--- src/rtl/master_req_queue_pkg.sv ---
// Shared definitions for the master request queue: FSM encodings,
// slave-select bit location and constants shared with the slave arbiters.
package master_req_queue_pkg;

    // Request FSM: wait for a head entry, request its slave, pulse completion.
    typedef enum logic [1:0] {
        ST_IDLE = 2'd0,
        ST_REQ  = 2'd1,
        ST_RESP = 2'd2
    } state_t;

    // Arbiter-side constants: two slaves, one select bit.
    localparam int NUM_SLAVES     = 2;
    localparam int SLAVE_SEL_BITS = 1;

    // The top address bit picks the slave.
    function automatic int sel_bit_idx(input int aw);
        return aw - 1;
    endfunction

    // Pointers carry one extra wrap bit to tell full from empty.
    function automatic int ptr_width(input int depth);
        return $clog2(depth) + 1;
    endfunction

endpackage

--- src/rtl/req_fifo.sv ---
// Circular FIFO holding {addr, we, wdata} transactions. The head entry is
// always visible on the head_* outputs; storage itself carries no reset.
module req_fifo
    import master_req_queue_pkg::*;
#(
    parameter int DEPTH = 4,
    parameter int AW    = 32,
    parameter int DW    = 32
) (
    input  logic          clk,
    input  logic          reset,
    input  logic          push,
    input  logic          pop,
    input  logic [AW-1:0] push_addr,
    input  logic          push_we,
    input  logic [DW-1:0] push_wdata,
    output logic [AW-1:0] head_addr,
    output logic          head_we,
    output logic [DW-1:0] head_wdata,
    output logic          full,
    output logic          empty
);

    localparam int IW = $clog2(DEPTH);
    localparam int PW = ptr_width(DEPTH);

    logic [AW-1:0] addr_mem  [DEPTH];
    logic          we_mem    [DEPTH];
    logic [DW-1:0] wdata_mem [DEPTH];

    logic [PW-1:0] wr_ptr;
    logic [PW-1:0] rd_ptr;
    logic          do_push;
    logic          do_pop;

    // Guard against overflow/underflow regardless of what the caller does.
    assign do_push = push & ~full;
    assign do_pop  = pop & ~empty;

    assign full  = (wr_ptr[PW-1] != rd_ptr[PW-1]) &&
                   (wr_ptr[IW-1:0] == rd_ptr[IW-1:0]);
    assign empty = (wr_ptr == rd_ptr);

    assign head_addr  = addr_mem[rd_ptr[IW-1:0]];
    assign head_we    = we_mem[rd_ptr[IW-1:0]];
    assign head_wdata = wdata_mem[rd_ptr[IW-1:0]];

    // Pointer update; low bits wrap naturally from DEPTH-1 to 0.
    always_ff @(posedge clk or negedge reset) begin
        if (!reset) begin
            wr_ptr <= '0;
            rd_ptr <= '0;
        end else begin
            if (do_push) wr_ptr <= wr_ptr + PW'(1);
            if (do_pop)  rd_ptr <= rd_ptr + PW'(1);
        end
    end

    // Entry storage write on push.
    always_ff @(posedge clk) begin
        if (do_push) begin
            addr_mem[wr_ptr[IW-1:0]]  <= push_addr;
            we_mem[wr_ptr[IW-1:0]]    <= push_we;
            wdata_mem[wr_ptr[IW-1:0]] <= push_wdata;
        end
    end

endmodule

--- src/rtl/master_req_queue.sv ---
// Master-side request queue: buffers master transactions, requests the
// slave selected by the head address MSB, and returns a one-cycle
// completion pulse with read data.
//
// Handshakes: master transfer happens on a rising edge where
// m_valid & m_ready; slave completion happens on a rising edge in REQ where
// gnt_sX & ack_sX for the selected slave X. m_ready depends only on queue
// fullness, never on m_valid or on a same-cycle pop.
module master_req_queue
    import master_req_queue_pkg::*;
#(
    parameter int DEPTH = 4,
    parameter int AW    = 32,
    parameter int DW    = 32
) (
    input  logic          clk,
    input  logic          reset,
    input  logic          m_valid,
    input  logic [AW-1:0] m_addr,
    input  logic          m_we,
    input  logic [DW-1:0] m_wdata,
    output logic          m_ready,
    output logic          req_s0,
    output logic          req_s1,
    input  logic          gnt_s0,
    input  logic          gnt_s1,
    input  logic          ack_s0,
    input  logic          ack_s1,
    input  logic [DW-1:0] rdata_s0,
    input  logic [DW-1:0] rdata_s1,
    output logic [AW-1:0] s_addr,
    output logic          s_we,
    output logic [DW-1:0] s_wdata,
    output logic          m_rvalid,
    output logic [DW-1:0] m_rdata,
    output logic [1:0]    fsm_state
);

    localparam int SEL_IDX = sel_bit_idx(AW);

    state_t state;
    state_t next_state;

    logic          full;
    logic          empty;
    logic          push;
    logic          pop;
    logic          sel;
    logic          done;
    logic [DW-1:0] resp_data;

    assign m_ready   = ~full;
    assign push      = m_valid & m_ready;
    assign sel       = s_addr[SEL_IDX];
    assign m_rvalid  = (state == ST_RESP);
    assign fsm_state = state;

    req_fifo #(
        .DEPTH (DEPTH),
        .AW    (AW),
        .DW    (DW)
    ) u_fifo (
        .clk        (clk),
        .reset      (reset),
        .push       (push),
        .pop        (pop),
        .push_addr  (m_addr),
        .push_we    (m_we),
        .push_wdata (m_wdata),
        .head_addr  (s_addr),
        .head_we    (s_we),
        .head_wdata (s_wdata),
        .full       (full),
        .empty      (empty)
    );

    // Completion only counts on the selected slave; the other is ignored.
    always_comb begin
        done      = '0;
        resp_data = '0;
        if (sel) begin
            done = gnt_s1 & ack_s1;
            if (!s_we) resp_data = rdata_s1;
        end else begin
            done = gnt_s0 & ack_s0;
            if (!s_we) resp_data = rdata_s0;
        end
    end

    // FSM state register.
    always_ff @(posedge clk or negedge reset) begin
        if (!reset) state <= ST_IDLE;
        else        state <= next_state;
    end

    // Next-state, slave request decode and pop generation.
    always_comb begin
        next_state = state;
        req_s0     = 1'b0;
        req_s1     = 1'b0;
        pop        = 1'b0;
        case (state)
            ST_IDLE: begin
                if (!empty) next_state = ST_REQ;
            end
            ST_REQ: begin
                req_s0 = ~sel;
                req_s1 = sel;
                if (done) begin
                    pop        = 1'b1;
                    next_state = ST_RESP;
                end
            end
            ST_RESP: begin
                next_state = ST_IDLE;
            end
            default: begin
                next_state = ST_IDLE;
            end
        endcase
    end

    // Capture the completion data (zero for writes) as the head is popped.
    always_ff @(posedge clk or negedge reset) begin
        if (!reset)   m_rdata <= '0;
        else if (pop) m_rdata <= resp_data;
    end

endmodule
--- config.mk ---
export PLATFORM = sky130hd
export DESIGN_NAME = master_req_queue
export DESIGN_NICKNAME = d
export VERILOG_FILES = /design/src/rtl/master_req_queue_pkg.sv /design/src/rtl/req_fifo.sv /design/src/rtl/master_req_queue.sv
export SDC_FILE = /design/constraint.sdc
export NUM_CORES = 1
export LEC_CHECK = 0
export BUFFER_PORTS_ARGS = -buffer_cell sky130_fd_sc_hd__buf_4
export CORE_AREA = 2 2 219 221
export CTS_BUF_LIST = sky130_fd_sc_hd__clkbuf_8
export DETAILED_ROUTE_END_ITERATION = 7
export DIE_AREA = 0 0 221 223
export GPL_ROUTABILITY_DRIVEN = 1
export GPL_TIMING_DRIVEN = 0
export MAX_ROUTING_LAYER = met4
export SLEW_MARGIN = 20
export SYNTH_ARGS = -nofsm -noshare
export SYNTH_HDL_FRONTEND = slang
export SYNTH_SLANG_ARGS = --single-unit
--- constraint.sdc ---
create_clock -name clk -period 2.8 [get_ports clk]
set_input_delay 0.56 -clock clk [delete_from_list [all_inputs] [get_ports clk]]
set_output_delay 0.56 -clock clk [all_outputs]
set_load 0.05 [all_outputs]
Word level (Yosys, flattened, before mapping). Memories as Yosys holds them, arrays and structs flattened. Cells that the tools add are included.

Equality and inequality tests: 7. Bitwise logic cells: 8. Add/sub/neg operators: 2. Reduce and logical (&&, ||, !) cells: 3. Mux-type cells: 13.

Operators by type and width (number): 2-to-1 mux 32 bit (3); 2-to-1 mux 1 bit (7); adder 3 x 1 -> 3 bit, second input constant (2); AND 1 bit (5); 2-to-1 mux 2 bit (2); != test 2 bit, second input constant (2); one-hot mux 2 bit (2 select lines) (1); equality test 3 bit (1); inverter 1 bit (3); equality test 2 x 1 -> 1 bit, second input constant (1); equality test 2 bit (1); equality test 2 bit, second input constant (1); zero test 2 bit (1); AND reduction 2 bit (1); logical AND 1 bit (1); != test 1 bit (1).

Flip-flop bits (word level): 40. Memory bits (writable): 260. Word-level logic and storage cells: 40. Input bits: 136. Memories: 3. Output and inout port bits: 103.

Memories: u_fifo.addr_mem (depth 4, bits a word 32, read ports 1, clocked after Yosys merged registers in 0, wr ports 1, line req_fifo.sv:27) `logic [AW-1:0] addr_mem [DEPTH];`; u_fifo.wdata_mem (depth 4, bits a word 32, read ports 1, clocked after Yosys merged registers in 0, wr ports 1, line req_fifo.sv:29) `logic [DW-1:0] wdata_mem [DEPTH];`; u_fifo.we_mem (depth 4, bits a word 1, read ports 1, clocked after Yosys merged registers in 0, wr ports 1, line req_fifo.sv:28) `logic we_mem [DEPTH];`.

Depth between registers and ports, before layout. Gate-level depths: netlist of run 1.

Depth after elaboration: 7. Gate-level depth with buffers: 7. Gate-level depth less buffers: 4.

Modules after synthesis. Synthesis of run 1 repeated with hierarchy kept, for this count alone.

Cell total of the unflattened synthesis: 543. Area, all modules: 11791.3 µm².

By module, submodules not included: req_fifo (cells an instance 389, sequential area each 7957.6 µm², area an instance 9867.0 µm², times used 1); master_req_queue (cells an instance 154, sequential area each 850.8 µm², area an instance 1924.3 µm², times used 1).

Least setup slack after synthesis of run 1. No wires, ideal clock.

Path type: flip-flop to flip-flop. Start: register u_fifo.rd_ptr[0]. End: memory u_fifo.addr_mem[3][0] (enable). Period minus slack after synthesis: 3089 ps. Setup slack: -289 ps. Library setup time: 431 ps. Arrival: 2658 ps. Data required time: 2369 ps. Cell stages (with the launch flop): 5. Buffers on the path: 1. Cell sequence: dfrtp_1 -> buf_2 -> xnor2_1 -> a31oi_1 -> and2_1.

Cells in the longest elaborated chain, start to end: 7.

Ends and longest elaborated chain: from (decl) (line req_fifo.sv:32) `logic [PW-1:0] rd_ptr;`; from (signal assigned) (line req_fifo.sv:55) `if (do_pop) rd_ptr <= rd_ptr + PW'(1);`; equality test 2 bit * (line req_fifo.sv:41) `(wr_ptr[IW-1:0] == rd_ptr[IW-1:0]);`; logical AND 1 bit * (line req_fifo.sv:40) `assign full = (wr_ptr[PW-1] != rd_ptr[PW-1]) &&`; inverter 1 bit * (line req_fifo.sv:37, master_req_queue.sv:52); AND 1 bit (line master_req_queue.sv:53) `assign push = m_valid & m_ready;`; AND 1 bit * (line req_fifo.sv:37) `assign do_push = push & ~full;`; 2-to-1 mux 1 bit * (line req_fifo.sv:61) `if (do_push) begin`; 2-to-1 mux 1 bit (not written as such) * (line req_fifo.sv:62) `addr_mem[wr_ptr[IW-1:0]] <= push_addr;`; to (decl) (line req_fifo.sv:27).

Every way passes the cells marked *; elsewhere a longest branch is shown, timed or not.

Worst setup path after layout of run 1.
Start: register u_fifo.rd_ptr[0]. End: output port s_addr[18].

Cells in the longest elaborated chain, start to end: 1.

Ends and longest elaborated chain: memory read (4 x 32 bit); to (decl) (line master_req_queue.sv:31) `output logic [AW-1:0] s_addr,`.

No other way between the ends.

==> results of run 1 <==
[synth_stat cells, drive strengths merged]
master  count  share of area
nand4       1        0.00054
mux2       33          0.041
clkbuf      6         0.0019
mux2i      33          0.030
buf        19         0.0095
and2        5         0.0027
ha          5         0.0054
a211oi      1        0.00065
mux4       65           0.13
dfrtp      40          0.086
inv         5         0.0016
xnor2       5         0.0038
o21ai       1        0.00043
nand3       2        0.00086
a31oi       1        0.00054
nand2       4         0.0019
nand3b      1        0.00065
nor2       34          0.011
xor2        2         0.0015
edfxtp    260           0.67
nand2b      1        0.00054
nor2b       1        0.00054
[kinds of logic after synthesis]
| kind of cell | Yosys count | synth area share |
|---|---|---|
| DFF | 300 | 0.759 |
| muxes | 131 | 0.197 |
| and+or+nand+nor | 49 | 0.0188 |
| buffers and inverters | 30 | 0.0130 |
| xor gates and xnor gates | 7 | 0.00528 |
| adders and majority gates | 5 | 0.00539 |
| AOI/OAI and AO/OA | 3 | 0.00162 |
[how the worst max path moves through the flow]
stage / from / end
2_1_floorplan: u_fifo.rd_ptr[0] / req_s0
3_3_place_gp: u_fifo.rd_ptr[0] / u_fifo.addr_mem[3][0]
3_5_place_dp: u_fifo.rd_ptr[0] / s_addr[6]
4_1_cts: u_fifo.rd_ptr[0] / s_wdata[5]
5_1_grt: u_fifo.rd_ptr[0] / s_wdata[7]
6_report: u_fifo.rd_ptr[0] / s_addr[18]
[metal layers]
layer | vias to the layer above | part of all wire | wire length, um | global-route usage
met1 | 3125 | 0.42 | 11700 | 0.134
met5 | - | 0 | 0 | -
met2 | 217 | 0.48 | 13400 | 0.177
li1 | 2773 | - | - | -
met4 | 0 | 0.019 | 529 | 0.0357
met3 | 49 | 0.083 | 2320 | 0.0485
[final cells by class]
class                   count  area (um2)  area share
inverters                   5        18.8     0.00117
diodes                      2        5.00    0.000312
well taps                 615         769      0.0480
clock inverters            43         234      0.0146
flip-flops and latches    300        8810       0.550
repair buffers            262        2510       0.156
multi-input cells         196        2680       0.167
plain buffers              21         248      0.0155
clock buffers              55         757      0.0472
[cells in the final DEF, fill, tap and decap left out, types with 2 or more instances in the layout]
cell,instances
xor2_1,2
buf_16,6
edfxtp_1,260
nand2_1,3
diode_2,2
buf_8,10
and2_4,5
clkbuf_16,5
clkbuf_8,57
mux2_4,29
ha_1,5
buf_6,59
mux4_2,65
nand3_1,2
clkinv_1,15
dfrtp_1,39
clkbuf_1,2
inv_1,23
clkinv_2,6
nor2_1,33
buf_4,185
xnor2_1,5
mux2_2,4
buf_12,10
bufinv_16,2
buf_2,2
mux2i_1,32
[state kept, by name, summed over array words and instances (netlist names)]
register and cells:
u_fifo.addr_mem 128, u_fifo.wdata_mem 128, m_rdata 32, u_fifo.we_mem 4, u_fifo.rd_ptr 3, u_fifo.wr_ptr 3
fsm_state 2
[stage by stage]
step	TNS (ps)	instances	hold slack (ps)	total power, mW	setup slack (ps)
after floorplan	0	525	264	12.7	99.1
after global placement	-156470	1378	482	15.3	-526
after detailed placement	-17380	1382	484	15.5	-346
after CTS	-2030	1492	56.9	20.6	-67.1
after global routing	-3760	1499	76.1	21.5	-92.4
final	0	1499	146	20.5	57.7
[power breakdown]
part / leakage (nW) / switching, mW / total [mW] / internal [mW]
clock network: 0.577 / 1.79 / 3.80 / 2.01
registers: 2.89 / 0.313 / 6.37 / 6.06
logic: 2.69 / 6.06 / 10.3 / 4.23
[what timing repair did]
action                     CTS  global route
hold buffers                 1             0
setup endpoints to repair   67           206
pin swaps                    0             1
hold endpoints to repair    40             0
buffers inserted            10             2
gates cloned                 3             6
resized for setup          123            20
==> impl_metrics.ini, run 1 <==
[worst_setup_path]
critPathMaxStageDelay_ps = 510
reg2regPathDepth = 6
crit_buf_inv = 4
cp-end-kind = output port
required_ps = 2240
cp.depth = 5
worst_path_most_repeated_cell = buf_6
crit_path_max_fanout = 6
arrival_ps = 2180
critPathTopFamily = buffers and inverters
crit_type = register to output port
slowest_stage = mux4_2
critical_path.cell_chain = buf_6 > buf_12 > clkbuf_16 > mux4_2 > buf_6
r2r_end = u_fifo.wdata_mem[3][26]
r2r-start = u_fifo.rd_ptr[0]
worst-r2r-setup-slack_ps = 230
critPathLaunchType = register

[synthesis]
yosysUniqueCellTypes = 28
syn_avg_cell_area_um2 = 22.1
syn_nets = 666
yosys_warnings = 0
ys_ff_latch = 300
netlist_instances = 525
yosysSeqAreaShare = 0.759
syn-cell-area_mm2 = 0.0116

[sta]
fin_crit_sh = 0.979
hold_viol_final = 0
period_minus_slack_ps = 2740
worst_slew_pin_slew_ps = 585
setup_viol = 0
fmax_ghz = 0.365
slew_violations = 0
slew_headroom = 0.610
rsz0062_at_grt = true
skew_ps = 24.1

[detailed_routing]
vias = 6164
drt_wl_total_mm = 28.0
routed_via_density = 4.11
drcViolationCount = 0
ant_nets = 0
wl_per_cell_um = 18.7
drt_iter0_drc = 263
drtPass1Iterations = 4

[final_layout]
fill_cells = 4498
num-nets-final = 980
layout-drive-gt1-share = 0.515
final_util = 0.340
area_growth_pct = 38.1
fin_area_mm2 = 0.0160

[grt]
grt_overflow = 0
grtUsageTotal = 0.114
antenna_found_initial = 2
grt_pass1_wl_mm = 41.1
grt_pass1_vias = 6732
grt_max_degree = 41

[job]
drv_cap = 0

[worst_hold_path]
holdPathEnd = u_fifo.wdata_mem[2][10]
min_path_type = input pin to register
hp-start = m_wdata[10]
min_path_cells = 1

[floorplanning]
core_region_area_mm2 = 0.0471
core.rowCount = 80
io_pins = 239
fp.dieArea_mm2 = 0.0493
die_w_um = 221
start_util = 0.246
dieHeight_um = 223

[clocking]
cts_tree = done
root_buffer = clkbuf_8
cts_buffers = 53
cts_sinks = 300
htree_levels = 2
clk_path_buf_depth = 3
clk_pin_slew_ps = 60
clock_latency_ps = 610

[placement]
hpwl_mm = 17.0
dpl_cell_area_mm2 = 0.0143
port_buffers = 238
routabilityCongestion = 0.764

[pwr]
powerDensity_mw_per_mm2 = 1280
leakage_nw = 6.16
irDropWorstVdd_mv = 0.789

[status]
status = finished clean
Note: power is estimated with default switching activity, not from simulation.
==> run 2, diff against run 1 <==
==> constraint.sdc (replaced) <==
create_clock -name clk -period 2.53 [get_ports clk]
set_input_delay 0.506 -clock clk [delete_from_list [all_inputs] [get_ports clk]]
set_output_delay 0.506 -clock clk [all_outputs]
set_load 0.05 [all_outputs]
==> run 2 against run 1 <==
The run now ends with negative setup slack left. Sequential share of layout area fell by 1.0 points. Flip-flop and latch count did not move. Non-clock buffer count rose by 15. Combinational power rose by 15%. Utilization rose by 0.66 points. Final cell count rose by 1.0%. Total power rose by 14%. Largest cell class unchanged.
==> impl_metrics.ini, run 2 (synthesis gave the netlist of run 1 again) <==
[status]
status = complete, but fails checks
violations = negative setup slack

[pwr]
irDropWorstVdd_mv = 0.835
powerDensity_mw_per_mm2 = 1430
leakage_nw = 6.29

[clocking]
clk_path_buf_depth = 3
clk_pin_slew_ps = 60
cts_buffers = 54
htree_levels = 2
cts_tree = done
root_buffer = clkbuf_8
clock_latency_ps = 630
cts_sinks = 300

[sta]
setup_viol = 97
slew_headroom = 0.535
rsz0062_at_grt = true
hold_viol_final = 0
setup_ws_ps = -191
fin_crit_sh = 1.08
slew_violations = 0
fmax_ghz = 0.368
holdWs_ps = 78.0
worst_slew_pin_slew_ps = 697
skew_ps = 23.3
period_minus_slack_ps = 2720

[worst_setup_path]
critical_path.cell_chain = buf_8 > buf_6 > mux4_2 > buf_12 > and2_4 > buf_6
required_ps = 2020
cp-end-kind = output port
r2r-start = u_fifo.rd_ptr[0]
critPathMaxStageDelay_ps = 510
arrival_ps = 2210
crit_type = register to output port
r2r_end = m_rdata[3]
crit_path_max_fanout = 5
crit_buf_inv = 4
reg2regPathDepth = 10
worst-r2r-setup-slack_ps = -80
worst_path_most_repeated_cell = buf_6
slowest_stage = mux4_2
critPathTopFamily = buffers and inverters
critPathLaunchType = register

[worst_hold_path]
hp-start = m_wdata[8]
min_path_cells = 1
holdPathEnd = u_fifo.wdata_mem[0][8]
min_path_type = input pin to register

[placement]
routabilityCongestion = 0.777
port_buffers = 238
dpl_cell_area_mm2 = 0.0143
hpwl_mm = 17.1

[floorplanning]
fp.dieArea_mm2 = 0.0493
io_pins = 239
dieHeight_um = 223
start_util = 0.246
die_w_um = 221
core.rowCount = 80
core_region_area_mm2 = 0.0471

[grt]
grt_pass1_vias = 6748
grt_pass1_wl_mm = 42.6
antenna_found_initial = 2
grt_max_degree = 41
grt_overflow = 0
grtUsageTotal = 0.120

[detailed_routing]
wl_per_cell_um = 19.3
drt_iter0_drc = 221
ant_nets = 0
drcViolationCount = 0
drt_wl_total_mm = 29.3
vias = 6175
routed_via_density = 4.08
drtPass1Iterations = 4

[final_layout]
final_common_cell = edfxtp_1
layout_common_cells = edfxtp_1, buf_4, mux4_2, buf_6, clkbuf_8
area_growth_pct = 40.8
fin_area_mm2 = 0.0163
num-nets-final = 999
fill_cells = 4447
layout-drive-gt1-share = 0.532

[job]
drv_cap = 0
[run 2: cell count changes in the layout (fill, tap and decap cells not counted), sizes merged]
cell         delta
and2            +3
buf             +9
bufinv          +2
clkbuf          +2
clkinv          +5
dlygate4sd3     +3
inv             -9
[run 2: worst max path at each step]
stage / from / end / slack, ps / cells past startpoint
floorplan: u_fifo.rd_ptr[0] / req_s0 / 100 / 5
global placement: u_fifo.rd_ptr[0] / u_fifo.addr_mem[1][20] / -850 / 4
detailed placement: u_fifo.rd_ptr[0] / s_addr[12] / -700 / 5
CTS: u_fifo.rd_ptr[0] / s_wdata[31] / -290 / 5
global route: u_fifo.rd_ptr[0] / req_s1 / -310 / 6
finish: u_fifo.rd_ptr[0] / req_s1 / -190 / 6
[run 2: power breakdown]
group          switching [mW]  internal, mW
combinational            6.84          4.99
clock                    2.00          2.40
sequential              0.353          6.71
[run 2: cell type report]
cell class | count | area, um2 | area share
diodes | 2 | 5.00 | 0.000306
plain buffers | 22 | 314 | 0.0192
clock buffers | 54 | 743 | 0.0455
clock inverters | 41 | 287 | 0.0175
inverters | 5 | 18.8 | 0.00115
multi-input cells | 199 | 2720 | 0.166
flip-flops and latches | 300 | 8810 | 0.539
well taps | 615 | 769 | 0.0471
repair buffers | 276 | 2680 | 0.164
[run 2: worst register-to-register path: cells and delay by family (launching register included)]
family | cells | cell delay, ps
flops | 1 | 370
mux | 3 | 1040
simple gates | 1 | 180
buf+inv | 6 | 890
[run 2: layer usage]
layer	vias up	global-route usage	share of wire
li1	2815	-	-
met1	3075	0.139	0.41
met2	230	0.190	0.49
met3	55	0.0454	0.084
met4	0	0.0439	0.024
met5	-	-	0
[run 2: timing repair]
| action | CTS | global route |
|---|---|---|
| hold buffers | 4 | 0 |
| pin swaps | 4 | 2 |
| setup buffers | 12 | 10 |
| hold endpoints to repair | 48 | 0 |
| endpoints found under the setup margin | 184 | 136 |
| resized for setup | 142 | 15 |
| cloned | 6 | 8 |
[run 2: through the flow]
| stage | setup TNS, ps | setup slack [ps] | utilization | power, mW | std cells |
|---|---|---|---|---|---|
| floorplan | 0 | 104 | - | 14.1 | 525 |
| global placement | -251100 | -849 | 0.301 | 17.0 | 1378 |
| detailed placement | -44040 | -704 | 0.303 | 17.2 | 1382 |
| CTS | -15400 | -287 | 0.340 | 23.3 | 1496 |
| global route | -21660 | -305 | 0.347 | 24.5 | 1514 |
| finish | -10100 | -191 | 0.347 | 23.3 | 1514 |
==> run 3, diff against run 2 <==
--- a/config.mk
+++ b/config.mk
@@ -6,10 +6,10 @@
 export NUM_CORES = 1
 export LEC_CHECK = 0
 export BUFFER_PORTS_ARGS = -buffer_cell sky130_fd_sc_hd__buf_4
-export CORE_AREA = 2 2 219 221
+export CORE_AREA = 2 2 179 269
 export CTS_BUF_LIST = sky130_fd_sc_hd__clkbuf_8
 export DETAILED_ROUTE_END_ITERATION = 7
-export DIE_AREA = 0 0 221 223
+export DIE_AREA = 0 0 181 271
 export GPL_ROUTABILITY_DRIVEN = 1
 export GPL_TIMING_DRIVEN = 0
 export MAX_ROUTING_LAYER = met4
==> run 3 against run 2 <==
The flow still finishes with violations (negative setup slack). Clock skew increased by 4.4 ps. Maximum frequency increased by 1.2%. Flip-flop and latch count unchanged. Final area decreased by 1.1%. Sequential share of layout area increased by 0.61 points. Die area decreased by 0.47%. Critical path depth unchanged. Setup slack improved by 32 ps. Via count increased by 1.6%. Non-clock buffer count decreased by 2.
==> impl_metrics.ini, run 3 (synthesis gave the netlist of run 1 again) <==
[sta]
fin_crit_sh = 1.06
hold_viol_final = 0
slew_headroom = 0.644
fmax_ghz = 0.372
setup_viol = 95
skew_ps = 27.7
rsz0062_at_grt = true
period_minus_slack_ps = 2690
worst_slew_pin_slew_ps = 534
holdWs_ps = 118
setup_ws_ps = -158
slew_violations = 0
setup_tns_ps = -7650

[clocking]
cts_tree = done
cts_sinks = 300
clk_path_buf_depth = 3
cts_buffers = 48
clk_pin_slew_ps = 60
root_buffer = clkbuf_8
htree_levels = 2
clock_latency_ps = 580

[worst_setup_path]
cp-startpoint = u_fifo.rd_ptr[0]
cp.depth = 6
worst-r2r-setup-slack_ps = -50
arrival_ps = 2180
critPathLaunchType = register
cp-end-kind = output port
reg2regPathDepth = 10
critPathTopFamily = buffers and inverters
crit_type = register to output port
crit_buf_inv = 4
slowest_stage = mux4_2
required_ps = 2020
r2r-start = u_fifo.rd_ptr[0]
critical_path.cell_chain = buf_6 > buf_6 > mux4_2 > buf_12 > and2_4 > buf_6
crit_path_end = req_s1
critPathMaxStageDelay_ps = 510
worst_path_most_repeated_cell = buf_6
crit_path_max_fanout = 6
r2r_end = m_rdata[18]

[detailed_routing]
drt_iter0_drc = 232
drcViolationCount = 0
drt_wl_total_mm = 30.6
ant_nets = 0
routed_via_density = 4.23
drtPass1Iterations = 4
wl_per_cell_um = 20.6
vias = 6276

[placement]
dp.cells = 1361
routabilityCongestion = 0.708
port_buffers = 238
hpwl_mm = 17.7

[final_layout]
fill_cells = 4431
fin_cells = 1484
num-nets-final = 994
seq_area_mm2 = 0.00881
final_common_cell = edfxtp_1
layout_common_cells = edfxtp_1, buf_4, mux4_2
area_growth_pct = 39.2
multi_input_area_mm2 = 0.00275
layout-drive-gt1-share = 0.531
final_util = 0.347

[pwr]
power_mw = 23.0
powerDensity_mw_per_mm2 = 1420
leakage_nw = 6.21
irDropWorstVdd_mv = 0.738

[worst_hold_path]
min_path_type = input pin to register
min_path_cells = 1

[floorplanning]
start_util = 0.249
dieHeight_um = 271
fp.dieArea_mm2 = 0.0491
io_pins = 239
core_region_area_mm2 = 0.0466
core.rowCount = 97
die_w_um = 181

[job]
drv_cap = 0

[grt]
grt_pass1_wl_mm = 43.8
grt_max_degree = 41
grt_overflow = 0
antenna_found_initial = 1
grt_pass1_vias = 6938
grtUsageTotal = 0.125

[status]
status = complete, but fails checks
violations = negative setup slack
[run 3: cell count changes in the layout (fill, tap and decap cells not counted), moves of 2 or more]
cell	before	now
clkinv_1	14	11
buf_12	13	20
and2_4	5	9
dlygate4sd3_1	4	1
clkinvlp_4	0	2
buf_16	8	4
clkbuf_8	57	49
clkinv_2	12	9
inv_1	14	17
[run 3: where the power goes]
part	total (mW)	internal, mW	leakage [nW]	switching [mW]
Sequential	7.07	6.70	2.89	0.363
Combinational	11.9	4.98	2.82	6.96
Clock	3.99	2.08	0.509	1.90
Total	23.0	13.8	6.21	9.22
[run 3: worst reg2reg max path: cells and delay by family (launching register included)]
family | cells | cell delay [ps]
buffers and inverters | 6 | 910
DFF | 1 | 360
muxes | 3 | 1030
and+or+nand+nor | 1 | 160
[run 3: per-layer routing]
metal  wire (um)  global-route usage
met5           0                   -
met4         731              0.0417
met3        2320              0.0380
met2       16700               0.229
met1       10900               0.125
[run 3: through the flow]
stage	area [um2]	worst slack [ps]
2_1_floorplan	11600	104
3_3_place_gp	14100	-833
3_5_place_dp	14200	-576
4_1_cts	15800	-249
5_1_grt	16200	-252
6_report	16200	-158
[run 3: worst min path at each step]
stage	start	endpoint	slack (ps)
after floorplan	reset	fsm_state[0]	210
after global placement	u_fifo.wr_ptr[2]	u_fifo.wr_ptr[2]	480
after detailed placement	u_fifo.rd_ptr[2]	u_fifo.rd_ptr[2]	480
after CTS	m_addr[13]	u_fifo.addr_mem[2][13]	40
after global routing	m_addr[5]	u_fifo.addr_mem[0][5]	70
final	m_addr[12]	u_fifo.addr_mem[1][12]	120
[run 3: layout make-up]
type / count / share of cell area
Clock inverter: 38 / 0.0152
Multi-Input combinational cell: 202 / 0.170
Tap cell: 594 / 0.0460
Buffer: 23 / 0.0195
Inverter: 5 / 0.00116
Clock buffer: 48 / 0.0409
Antenna cell: 1 / 0.000155
Timing Repair Buffer: 273 / 0.162
Sequential cell: 300 / 0.545
[run 3: repair_timing]
action	CTS	global route
buffers inserted	11	11
pin swaps	4	2
setup endpoints to repair	176	126
hold endpoints to repair	40	0
gates resized for setup	141	16
hold buffers	1	0
cloned	10	6
